$ cat src/rtl/kovacs_pkg.sv
// Shared encodings for the Kovacs protocol sequencer: source selects,
// DAC indicator levels and the controller state enum.
package kovacs_pkg;

    typedef enum logic [1:0] {
        SEL_LOW  = 2'd0,
        SEL_RESC = 2'd1,
        SEL_RAW  = 2'd2,
        SEL_LOW2 = 2'd3
    } sel_e;

    localparam logic [13:0] IND_LOW  = 14'd0;
    localparam logic [13:0] IND_RESC = 14'd4096;
    localparam logic [13:0] IND_RAW  = 14'd8191;

    typedef enum logic {
        ST_IDLE = 1'b0,
        ST_RUN  = 1'b1
    } state_e;

    function automatic logic [13:0] sel_indicator(input sel_e sel);
        case (sel)
            SEL_RESC: return IND_RESC;
            SEL_RAW:  return IND_RAW;
            default:  return IND_LOW;
        endcase
    endfunction

endpackage

$ cat src/rtl/kovacs_phase_table.sv
// Double-buffered phase table: writes land in the pending bank, a commit
// strobe copies pending into the active bank that the sequencer runs from.
module kovacs_phase_table
    import kovacs_pkg::*;
#(
    parameter int NPHASE = 4,
    parameter int DW     = 32
) (
    input  logic          clk_i,
    input  logic          rst_i,
    input  logic          wr_en_i,
    input  logic [2:0]    wr_addr_i,
    input  logic [DW-1:0] wr_dur_i,
    input  logic [1:0]    wr_sel_i,
    input  logic          commit_i,
    input  logic [2:0]    cur_idx_i,
    output logic [DW-1:0] cur_dur_o,
    input  logic [2:0]    nxt_idx_i,
    output logic [1:0]    nxt_sel_o,
    output logic          pending_valid_o
);

    localparam int          AW  = (NPHASE > 1) ? $clog2(NPHASE) : 1;
    localparam logic [3:0]  NPH = 4'(NPHASE);

    logic [DW-1:0] dur_pend_q [NPHASE];
    logic [DW-1:0] dur_act_q  [NPHASE];
    sel_e          sel_pend_q [NPHASE];
    sel_e          sel_act_q  [NPHASE];
    logic          pend_valid_q;

    logic wr_ok;
    logic cur_ok;
    logic nxt_ok;

    assign wr_ok  = wr_en_i && ({1'b0, wr_addr_i} < NPH);
    assign cur_ok = {1'b0, cur_idx_i} < NPH;
    assign nxt_ok = {1'b0, nxt_idx_i} < NPH;

    assign cur_dur_o = cur_ok ? dur_act_q[cur_idx_i[AW-1:0]] : '0;

    // A committing cycle already exposes the pending select so the output
    // mux can follow the new table on the very edge phase 0 is entered.
    always_comb begin
        nxt_sel_o = SEL_LOW;
        if (nxt_ok) begin
            nxt_sel_o = commit_i ? sel_pend_q[nxt_idx_i[AW-1:0]]
                                 : sel_act_q[nxt_idx_i[AW-1:0]];
        end
    end

    assign pending_valid_o = pend_valid_q;

    always_ff @(posedge clk_i or posedge rst_i) begin
        if (rst_i) begin
            for (int i = 0; i < NPHASE; i++) begin
                dur_pend_q[i] <= '0;
                dur_act_q[i]  <= '0;
                sel_pend_q[i] <= SEL_LOW;
                sel_act_q[i]  <= SEL_LOW;
            end
            pend_valid_q <= 1'b0;
        end else begin
            if (commit_i) begin
                for (int i = 0; i < NPHASE; i++) begin
                    dur_act_q[i] <= dur_pend_q[i];
                    sel_act_q[i] <= sel_pend_q[i];
                end
                pend_valid_q <= 1'b0;
            end
            // Write after commit: a coincident write misses this commit but keeps valid set.
            if (wr_ok) begin
                dur_pend_q[wr_addr_i[AW-1:0]] <= wr_dur_i;
                sel_pend_q[wr_addr_i[AW-1:0]] <= sel_e'(wr_sel_i);
                pend_valid_q                  <= 1'b1;
            end
        end
    end

endmodule

$ cat src/rtl/kovacs_protocol_sequencer.sv
// Phase sequencer for the Kovacs feedback protocols: steps through a
// programmable phase table and drives the 14-bit DAC data mux and indicator.
//
// state   | meaning
// ST_IDLE | stopped, mux forced to low source, waiting for start_i
// ST_RUN  | stepping phases, counting completed protocol cycles
module kovacs_protocol_sequencer
    import kovacs_pkg::*;
#(
    parameter int NPHASE = 4,
    parameter int DW     = 32
) (
    input  logic          clk_i,
    input  logic          rst_i,
    input  logic          start_i,
    input  logic          stop_i,
    input  logic [2:0]    nphase_i,
    input  logic [DW-1:0] ncycles_i,
    input  logic          wr_en_i,
    input  logic [2:0]    wr_addr_i,
    input  logic [DW-1:0] wr_dur_i,
    input  logic [1:0]    wr_sel_i,
    input  logic [15:0]   data_i,
    input  logic [15:0]   data_rescaled_i,
    input  logic [15:0]   data_low_i,
    output logic [13:0]   data_o,
    output logic [13:0]   indicator_o,
    output logic [2:0]    phase_o,
    output logic          phase_start_o,
    output logic          cycle_done_o,
    output logic          done_o,
    output logic          busy_o,
    output logic [DW-1:0] cycles_o
);

    localparam logic [3:0] NPH = 4'(NPHASE);

    state_e        state_q, state_d;
    logic [2:0]    phase_q, phase_d;
    logic [2:0]    nlast_q, nlast_in;
    logic [DW-1:0] cnt_q, cnt_d;
    logic [DW-1:0] cycles_q, cycles_d;
    logic [DW-1:0] ncycles_q;
    logic          pstart_q, pstart_d;
    logic          cdone_q, cdone_d;
    logic          done_q, done_d;
    logic          busy_q;
    logic [13:0]   data_q, data_d;
    logic [13:0]   ind_q, ind_d;

    logic          commit;
    logic          start_go;
    logic          pend_valid;
    logic [DW-1:0] cur_dur;
    logic [DW-1:0] dur_m1;
    logic [1:0]    nxt_sel;
    sel_e          sel_d;
    logic          phase_end;
    logic [DW-1:0] cycles_inc;
    logic          count_hit;

    kovacs_phase_table #(
        .NPHASE (NPHASE),
        .DW     (DW)
    ) u_table (
        .clk_i           (clk_i),
        .rst_i           (rst_i),
        .wr_en_i         (wr_en_i),
        .wr_addr_i       (wr_addr_i),
        .wr_dur_i        (wr_dur_i),
        .wr_sel_i        (wr_sel_i),
        .commit_i        (commit),
        .cur_idx_i       (phase_q),
        .cur_dur_o       (cur_dur),
        .nxt_idx_i       (phase_d),
        .nxt_sel_o       (nxt_sel),
        .pending_valid_o (pend_valid)
    );

    always_comb begin
        if (nphase_i == 3'd0) begin
            nlast_in = 3'd0;
        end else if ({1'b0, nphase_i} > NPH) begin
            nlast_in = 3'(NPHASE - 1);
        end else begin
            nlast_in = nphase_i - 3'd1;
        end
    end

    // A zero duration behaves as one cycle.
    assign dur_m1     = (cur_dur == '0) ? '0 : cur_dur - DW'(1);
    assign phase_end  = (cnt_q == dur_m1);
    assign cycles_inc = cycles_q + DW'(1);
    assign count_hit  = (ncycles_q != '0) && (cycles_inc == ncycles_q);

    always_comb begin
        state_d  = state_q;
        phase_d  = phase_q;
        cnt_d    = cnt_q;
        cycles_d = cycles_q;
        pstart_d = 1'b0;
        cdone_d  = 1'b0;
        done_d   = 1'b0;
        commit   = 1'b0;
        start_go = 1'b0;
        case (state_q)
            ST_IDLE: begin
                if (start_i && !stop_i) begin
                    state_d  = ST_RUN;
                    start_go = 1'b1;
                    commit   = 1'b1;
                    phase_d  = '0;
                    cnt_d    = '0;
                    cycles_d = '0;
                    pstart_d = 1'b1;
                end
            end
            ST_RUN: begin
                if (stop_i) begin
                    state_d = ST_IDLE;
                    phase_d = '0;
                    cnt_d   = '0;
                end else if (!phase_end) begin
                    cnt_d = cnt_q + DW'(1);
                end else begin
                    cnt_d = '0;
                    if (phase_q != nlast_q) begin
                        phase_d  = phase_q + 3'd1;
                        pstart_d = 1'b1;
                    end else begin
                        phase_d  = '0;
                        cdone_d  = 1'b1;
                        cycles_d = cycles_inc;
                        commit   = pend_valid;
                        if (count_hit) begin
                            state_d = ST_IDLE;
                            done_d  = 1'b1;
                        end else begin
                            pstart_d = 1'b1;
                        end
                    end
                end
            end
            default: state_d = ST_IDLE;
        endcase
    end

    // Mux follows the next-state select so data and phase change on the same edge.
    always_comb begin
        sel_d = (state_d == ST_RUN) ? sel_e'(nxt_sel) : SEL_LOW;
        case (sel_d)
            SEL_RESC: data_d = data_rescaled_i[15:2];
            SEL_RAW:  data_d = data_i[15:2];
            default:  data_d = data_low_i[15:2];
        endcase
        ind_d = sel_indicator(sel_d);
    end

    always_ff @(posedge clk_i or posedge rst_i) begin
        if (rst_i) begin
            state_q   <= ST_IDLE;
            phase_q   <= '0;
            nlast_q   <= '0;
            cnt_q     <= '0;
            cycles_q  <= '0;
            ncycles_q <= '0;
            pstart_q  <= 1'b0;
            cdone_q   <= 1'b0;
            done_q    <= 1'b0;
            busy_q    <= 1'b0;
            data_q    <= '0;
            ind_q     <= '0;
        end else begin
            state_q  <= state_d;
            phase_q  <= phase_d;
            cnt_q    <= cnt_d;
            cycles_q <= cycles_d;
            pstart_q <= pstart_d;
            cdone_q  <= cdone_d;
            done_q   <= done_d;
            busy_q   <= (state_d == ST_RUN);
            data_q   <= data_d;
            ind_q    <= ind_d;
            if (start_go) begin
                ncycles_q <= ncycles_i;
                nlast_q   <= nlast_in;
            end
        end
    end

    assign data_o        = data_q;
    assign indicator_o   = ind_q;
    assign phase_o       = phase_q;
    assign phase_start_o = pstart_q;
    assign cycle_done_o  = cdone_q;
    assign done_o        = done_q;
    assign busy_o        = busy_q;
    assign cycles_o      = cycles_q;

endmodule

$ cat config.mk
export PLATFORM = sky130hd
export DESIGN_NAME = kovacs_protocol_sequencer
export DESIGN_NICKNAME = d
export VERILOG_FILES = /design/src/rtl/kovacs_pkg.sv /design/src/rtl/kovacs_phase_table.sv /design/src/rtl/kovacs_protocol_sequencer.sv
export SDC_FILE = /design/constraint.sdc
export NUM_CORES = 1
export LEC_CHECK = 0
export CORE_MARGIN = 10
export CORE_UTILIZATION = 60
export CTS_CLUSTER_SIZE = 10
export DETAILED_ROUTE_END_ITERATION = 8
export PLACE_DENSITY = 0.8
export REMOVE_ABC_BUFFERS = 1
export SLEW_MARGIN = 0
export SYNTH_ARGS = -nofsm -noshare
export SYNTH_HDL_FRONTEND = slang
export SYNTH_SLANG_ARGS = --single-unit
export TNS_END_PERCENT = 100
$ cat constraint.sdc
create_clock -name clk_i -period 32.7 [get_ports clk_i]
set_input_delay 6.54 -clock clk_i [delete_from_list [all_inputs] [get_ports clk_i]]
set_output_delay 6.54 -clock clk_i [all_outputs]
set_load 0.05 [all_outputs]
==> After elaboration in Yosys (flattened, before gate mapping) <==
Index checks and enable logic that the tools add are counted.
W data, S select, Z words.
{ "classes": {"add_sub_neg": 5, "n_lt_le_gt_ge": 8, "n_eq_ne": 9, "mux": 62, "n_bitwise": 4, "reduce_logical": 10} }
{ "ops": {"columns": ["op", "count"], "rows": [
  ["$mux W32", 11],
  ["$bwmux W128", 1],
  ["$pmux W32 S2", 2],
  ["$add A32 B1 Y32 const B", 2],
  ["$bmux W32 S2", 1],
  ["$demux W32 S2", 1],
  ["$eq A32 B32 Y1", 2],
  ["$logic_not A32 Y1", 1],
  ["$reduce_bool A32 Y1", 1],
  ["$sub A32 B1 Y32 const B", 1],
  ["$pmux W14 S2", 1],
  ["$pmux W13 S2", 1],
  ["$mux W1", 22],
  ["$mux W3", 6],
  ["$mux W2", 8],
  ["$ge A3 B3 Y1 const B", 3],
  ["$lt A3 B3 Y1 const B", 3],
  ["$not A2 Y3", 3],
  ["$bmux W2 S2", 2],
  ["$bwmux W8", 1],
  ["$ne A2 B2 Y1 const B", 3],
  ["$pmux W1 S2", 3],
  ["$pmux W3 S2", 1],
  ["$demux W2 S2", 1],
  ["14 further kinds", 17]
]} }
{ "totals": {"ff_bits": 407, "word_cells": 126} }

==> Depth between registers and ports, before layout <==
{ "depth": {"ltp_word": 20, "depth_mapped": 27, "mapped_depth_nobuf": 19} }

==> By module <==
Synthesis repeated with hierarchy kept, for this count alone.
{ "unflattened": {"hier_cells": 1803, "hier_area_um2": 20320.7} }
{ "by_module_without_submodules": {"columns": ["module", "instances", "cells_each", "area_per_inst_um2"], "rows": [
  ["kovacs_phase_table", 1, 663, 11260.8],
  ["kovacs_protocol_sequencer", 1, 1140, 9059.9]
]} }

==> Least setup slack after synthesis <==
OpenSTA, ideal clock, no wires.
{ "synth_path": {"path_kind": "input-to-reg", "startpoint": "input port stop_i", "endpoint": "register data_q[0] (netlist: data_o[0])", "arrival_time_ps": 9221, "required_time_ps": 32617, "setup_slack_ps": 23397, "cell_stages": 16, "n_path_buf": 4, "path_cell_list": "nor2b_1 > clkbuf_1 > nand2_1 > a2111o_1 > nor4b_2 > nand4_1 > inv_2 > a21oi_2 > buf_6 > o2111ai_1 > a311oi_1 > ha_1 > clkbuf_1 > clkbuf_1 > nand2_1 > o21ai_0"} }
{ "synth_between": {"elab_chain_len": 13, "word_cells_on_any_way": 24, "cone_classes": "1 x order compare; 2 x eq/ne; 18 x mux; 1 x bitwise; 2 x reduce/logical"} }
{ "synth_rtl": {"columns": ["item", "line", "rtl"], "rows": [
  ["start, declared", "kovacs_protocol_sequencer.sv:16", "input logic stop_i,"],
  ["$logic_not A1 Y1", "kovacs_protocol_sequencer.sv:108", "if (start_i && !stop_i) begin"],
  ["$logic_and A1 B1 Y1", "kovacs_protocol_sequencer.sv:108", null],
  ["$mux W3", "kovacs_protocol_sequencer.sv:108", null],
  ["$pmux W3 S2", "kovacs_protocol_sequencer.sv:106", "case (state_q)"],
  ["$not A2 Y3 (not written as such)", "kovacs_phase_table.sv:47, kovacs_phase_table.sv:48", null],
  ["$bmux W2 S2, on equally long branches", "kovacs_phase_table.sv:48, kovacs_phase_table.sv:47", null],
  ["$mux W2, on equally long branches (2 in a row)", "kovacs_phase_table.sv:48, kovacs_phase_table.sv:47", null],
  ["$mux W2", "kovacs_phase_table.sv:47", "nxt_sel_o = commit_i ? sel_pend_q[nxt_idx_i[AW-1:0]]"],
  ["$mux W2", "kovacs_phase_table.sv:46", "if (nxt_ok) begin"],
  ["$mux W2 (*)", "kovacs_protocol_sequencer.sv:150", "sel_d = (state_d == ST_RUN) ? sel_e'(nxt_sel) : SEL_LOW;"],
  ["$eq A2 B2 Y1 or $eq A2 B1 Y1 (tied branches)", "kovacs_protocol_sequencer.sv:151", "case (sel_d)"],
  ["$pmux W14 S2 (*)", "kovacs_protocol_sequencer.sv:151", null],
  ["via data_d[0]", "kovacs_protocol_sequencer.sv:48", "logic [13:0] data_q, data_d;"],
  ["end signal, assigned", "kovacs_protocol_sequencer.sv:182", "data_q <= data_d;"],
  ["end, declared", "kovacs_protocol_sequencer.sv:48", null]
]} }
Mark *: on every way through the listed nets, which the timed path passes. The rest lies on a longest branch. The select of a mux whose other input is x is not followed.
A chain may end at the register's enable or synchronous reset.

==> Worst setup path in the final report <==
{ "layout_path": {"startpoint": "input port stop_i", "endpoint": "register data_q[4] (netlist: data_o[4])"} }
Same word-level chain as after synthesis.

==> results.cfg <==
[yosys]
ys_ff_latch = 395
synth_edf_count = 0
async_flop_share = 1.000
synth_ff_type = dfrtp_1
synth_cells = 1811
syn_avg_cell_area_um2 = 11.31
yosysUniqueCellTypes = 83
yosysSeqAreaShare = 0.4826
yosysWarnings = 0
syn_area_um2 = 20480

[global_route]
grt_pass1_vias = 15310
grt_pass1_wl_mm = 83.29
track_usage = 0.2440
grt_antenna_before_repair = 0
overflow = 0
grt_max_degree = 170

[critical_path]
crit_path_top_delay_cell = ha_1
slowest_delay_ns = 0.89
crit_fanout = 141
critical_path_arrival_ns = 11.09
end_kind = flip-flop
start_kind = input pin
critical_path_class = input pin to flip-flop
path_cells = clkdlybuf4s50_1 > nor2b_1 > nand2_1 > a2111o_1 > nor4b_2 > nand4_1 > inv_2 > a21oi_4 > buf_12 > o2111ai_1 > a311oi_1 > ha_1 > o21ai_0
crit_family = compound AO/OA/AOI/OAI gates
crit_buf_inv = 3
required_ns = 33.06

[routing]
wl_met2_mm = 25.90
postRouteAntennaNets = 0
dr_wl_met3_mm = 2.967
met1Wirelength_mm = 21.84
topRoutingLayerUsed = met4
drc = 0
drt-initial-drc-count = 1250
wire_per_inst_um = 21.71
drt_wl_total_mm = 51.93
num_vias = 14980
vias_per_cell = 6.264
drtPass1Iterations = 5

[power_and_ir_drop]
vdd_drop_max_mv = 0.05555
p_leak_nw = 10.09
power.density_nw_per_um2 = 65.22

[final_layout]
syn2layout_area_growth_pct = 15.78
final_layout_size_suffix_gt1_frac = 0.1991
nNetsFinal = 2065
regArea_um2 = 9887
n_fill_cell = 2381
diodes = 0
final_cells = 2392
multiInputGateArea_um2 = 9903

[min_path]
hold_class = flip-flop to flip-flop

[cts]
clock_latency_ns = 0.56
clock-root-buffer = clkbuf_16
hold_buffers = 0
cts-buffers-inserted = 46
clockBufferDepth = 3
clk_pin_slew_ns = 0.05
htree_levels = 2
clkSinkCount = 395
cts_resized = 0
cts_tree = done
cts_setup_buffers = 0

[placement]
hpwl_mm = 34.71
gp_congestion = 0.9607
dp.cells = 2331
port_buffers = 184

[sta]
final.setup.tns_ns = 0
slew_violations = 0
period_share = 0.3282
grt_setup_unrepaired = no
clock.fmax_ghz = 0.09319
finalClockSkew_ns = 0.03044
relSlewSlack = 0.2400
hold_viol = 0
period_minus_slack_ns = 10.73
worst_pin_slew_ns = 1.136
setup_violations = 0

[outcome]
outcome = finished clean

[floorplanning]
io_pins = 192
start_util = 0.6093
core_area_um2 = 33620
dieArea_um2 = 41930
fp.dieW_um = 204.8
rows = 67
die_y_um = 204.8

[job]
maxCapViolCount = 0
path summary, 6_finish.rpt:
kind | slack (ns) | startpoint | depth (start not counted) | endpoint
max | 21.97 | stop_i | 13 | data_o[4]
min | 0.48 | u_table.sel_pend_q[3] | 1 | u_table.sel_act_q[3]
max reg2reg | 24.47 | phase_o[0] | 18 | data_o[4]
min reg2reg | 0.48 | u_table.sel_pend_q[3] | 1 | u_table.sel_act_q[3]
max in group asynchronous | 24.42 | rst_i | 3 | u_table.dur_pend_q[122]
min in group asynchronous | 6.61 | rst_i | 2 | u_table.dur_act_q[67]
metal layers:
metal / GRT usage / vias up
met2: 0.4076 / 497
met4: 0.07405 / 0
met5: 0 / -
met1: 0.3256 / 7604
li1: - / 6793
met3: 0.03270 / 90
cells in the mapped netlist, drive strengths merged (5+ instances only):
master  number  share of area
nor3        41          0.010
mux2       271           0.16
nand4       28         0.0086
o31ai       17         0.0062
nand2b      10         0.0031
and2        13         0.0040
and4        10         0.0043
and3        26         0.0079
or3         10         0.0031
a31oi       10         0.0031
a22oi       17         0.0062
clkbuf      77          0.014
buf         50          0.017
xnor2       49          0.021
a211oi      15         0.0055
o22a         5         0.0021
inv         26         0.0048
a21oi       29         0.0073
ha           9         0.0055
nand2      205          0.038
nor2        70          0.013
nor2b       12         0.0037
dfrtp      395           0.48
o21a         7         0.0026
mux4        31          0.034
a21o         9         0.0033
or4         14         0.0051
xor2        36          0.015
nor4        37          0.012
o22ai       10         0.0031
nand3       43          0.011
mux2i       16         0.0078
nor4b        5         0.0024
o21ai      111          0.027
nand3b       7         0.0026
or2         13         0.0040
stage by stage:
stage	utilization	setup WS (ns)	area, um^2	power [mW]	hold WS, ns
after floorplan	-	15.18	19850	0.9719	0.4510
after global placement	0.6674	21.47	22440	1.068	0.4587
after detailed placement	0.6674	21.38	22440	1.091	0.4668
after CTS	0.7055	21.92	23720	1.552	0.4790
after global routing	0.7055	21.58	23720	1.620	0.4975
final	0.7055	21.97	23720	1.547	0.4767
where the power goes:
part	switching, mW	total (mW)	internal [mW]
Sequential	0.0715	0.675	0.604
Clock	0.191	0.455	0.264
Combinational	0.205	0.417	0.211
Total	0.468	1.55	1.08
area by class of cell:
type	count	area share
inverter	26	0.004432
multi-input combinational	1263	0.4176
timing repair buffer	199	0.08346
clock buffer	58	0.05260
sequential	395	0.4169
clock inverter	3	0.001424
tap	448	0.02363
registers in the layout (all words and copies together) (netlist names):
name / cells
phase_start_o: 1
cnt_q: 32
u_table.sel_pend_q: 8
u_table.dur_pend_q: 128
ncycles_q: 32
u_table.sel_act_q: 8
u_table.pending_valid_o: 1
indicator_o: 2
data_o: 14
phase_o: 3
cycles_o: 32
cycle_done_o: 1
done_o: 1
nlast_q: 3
busy_o: 1
u_table.dur_act_q: 128
cell families (layout without fill, tap and decap cells):
group / after synthesis / count (layout) / synth area share
AND/OR/NAND/NOR: 559 / 559 / 0.1380
flip-flops: 395 / 395 / 0.4826
multiplexers: 318 / 318 / 0.2066
AO/OA/AOI/OAI: 288 / 288 / 0.09230
buffers and inverters: 153 / 286 / 0.03573
XOR/XNOR: 87 / 87 / 0.03860
adder cells (fa/ha/maj): 10 / 10 / 0.005986
other: 1 / 1 / 0.0001831
worst register-to-register path, stage by stage (launching register included):
cell and delay, ns:
dfrtp_2 0.38, buf_4 0.68, mux4_2 0.77, nor4_2 0.74, nand3_1 0.54, o41a_1 0.53
buf_4 0.23, a211oi_1 0.26, a21oi_1 0.12, or4b_1 0.60, nor4b_2 0.26, nand4_1 0.36
inv_2 0.45, a21oi_4 0.11, buf_12 0.29, o2111ai_1 0.41, a311oi_1 0.10, ha_1 0.89
o21ai_0 0.31
cells in the final DEF, fill, tap and decap left out, drive strengths merged, types with 7 or more instances in the layout:
| cell type | n |
|---|---|
| a211oi | 15 |
| a21o | 9 |
| a21oi | 29 |
| a22oi | 17 |
| a31oi | 10 |
| and2 | 13 |
| and3 | 26 |
| and4 | 10 |
| buf | 15 |
| clkbuf | 58 |
| clkdlybuf4s50 | 184 |
| dfrtp | 395 |
| ha | 9 |
| inv | 28 |
| mux2 | 271 |
| mux2i | 16 |
| mux4 | 31 |
| nand2 | 205 |
| nand2b | 10 |
| nand3 | 43 |
| nand3b | 7 |
| nand4 | 28 |
| nor2 | 70 |
| nor2b | 12 |
| nor3 | 41 |
| nor4 | 37 |
| o21a | 7 |
| o21ai | 111 |
| o22ai | 10 |
| o31ai | 17 |
| or2 | 13 |
| or3 | 10 |
| or4 | 14 |
| xnor2 | 49 |
| xor2 | 36 |
(Power assumes the default switching activity.)
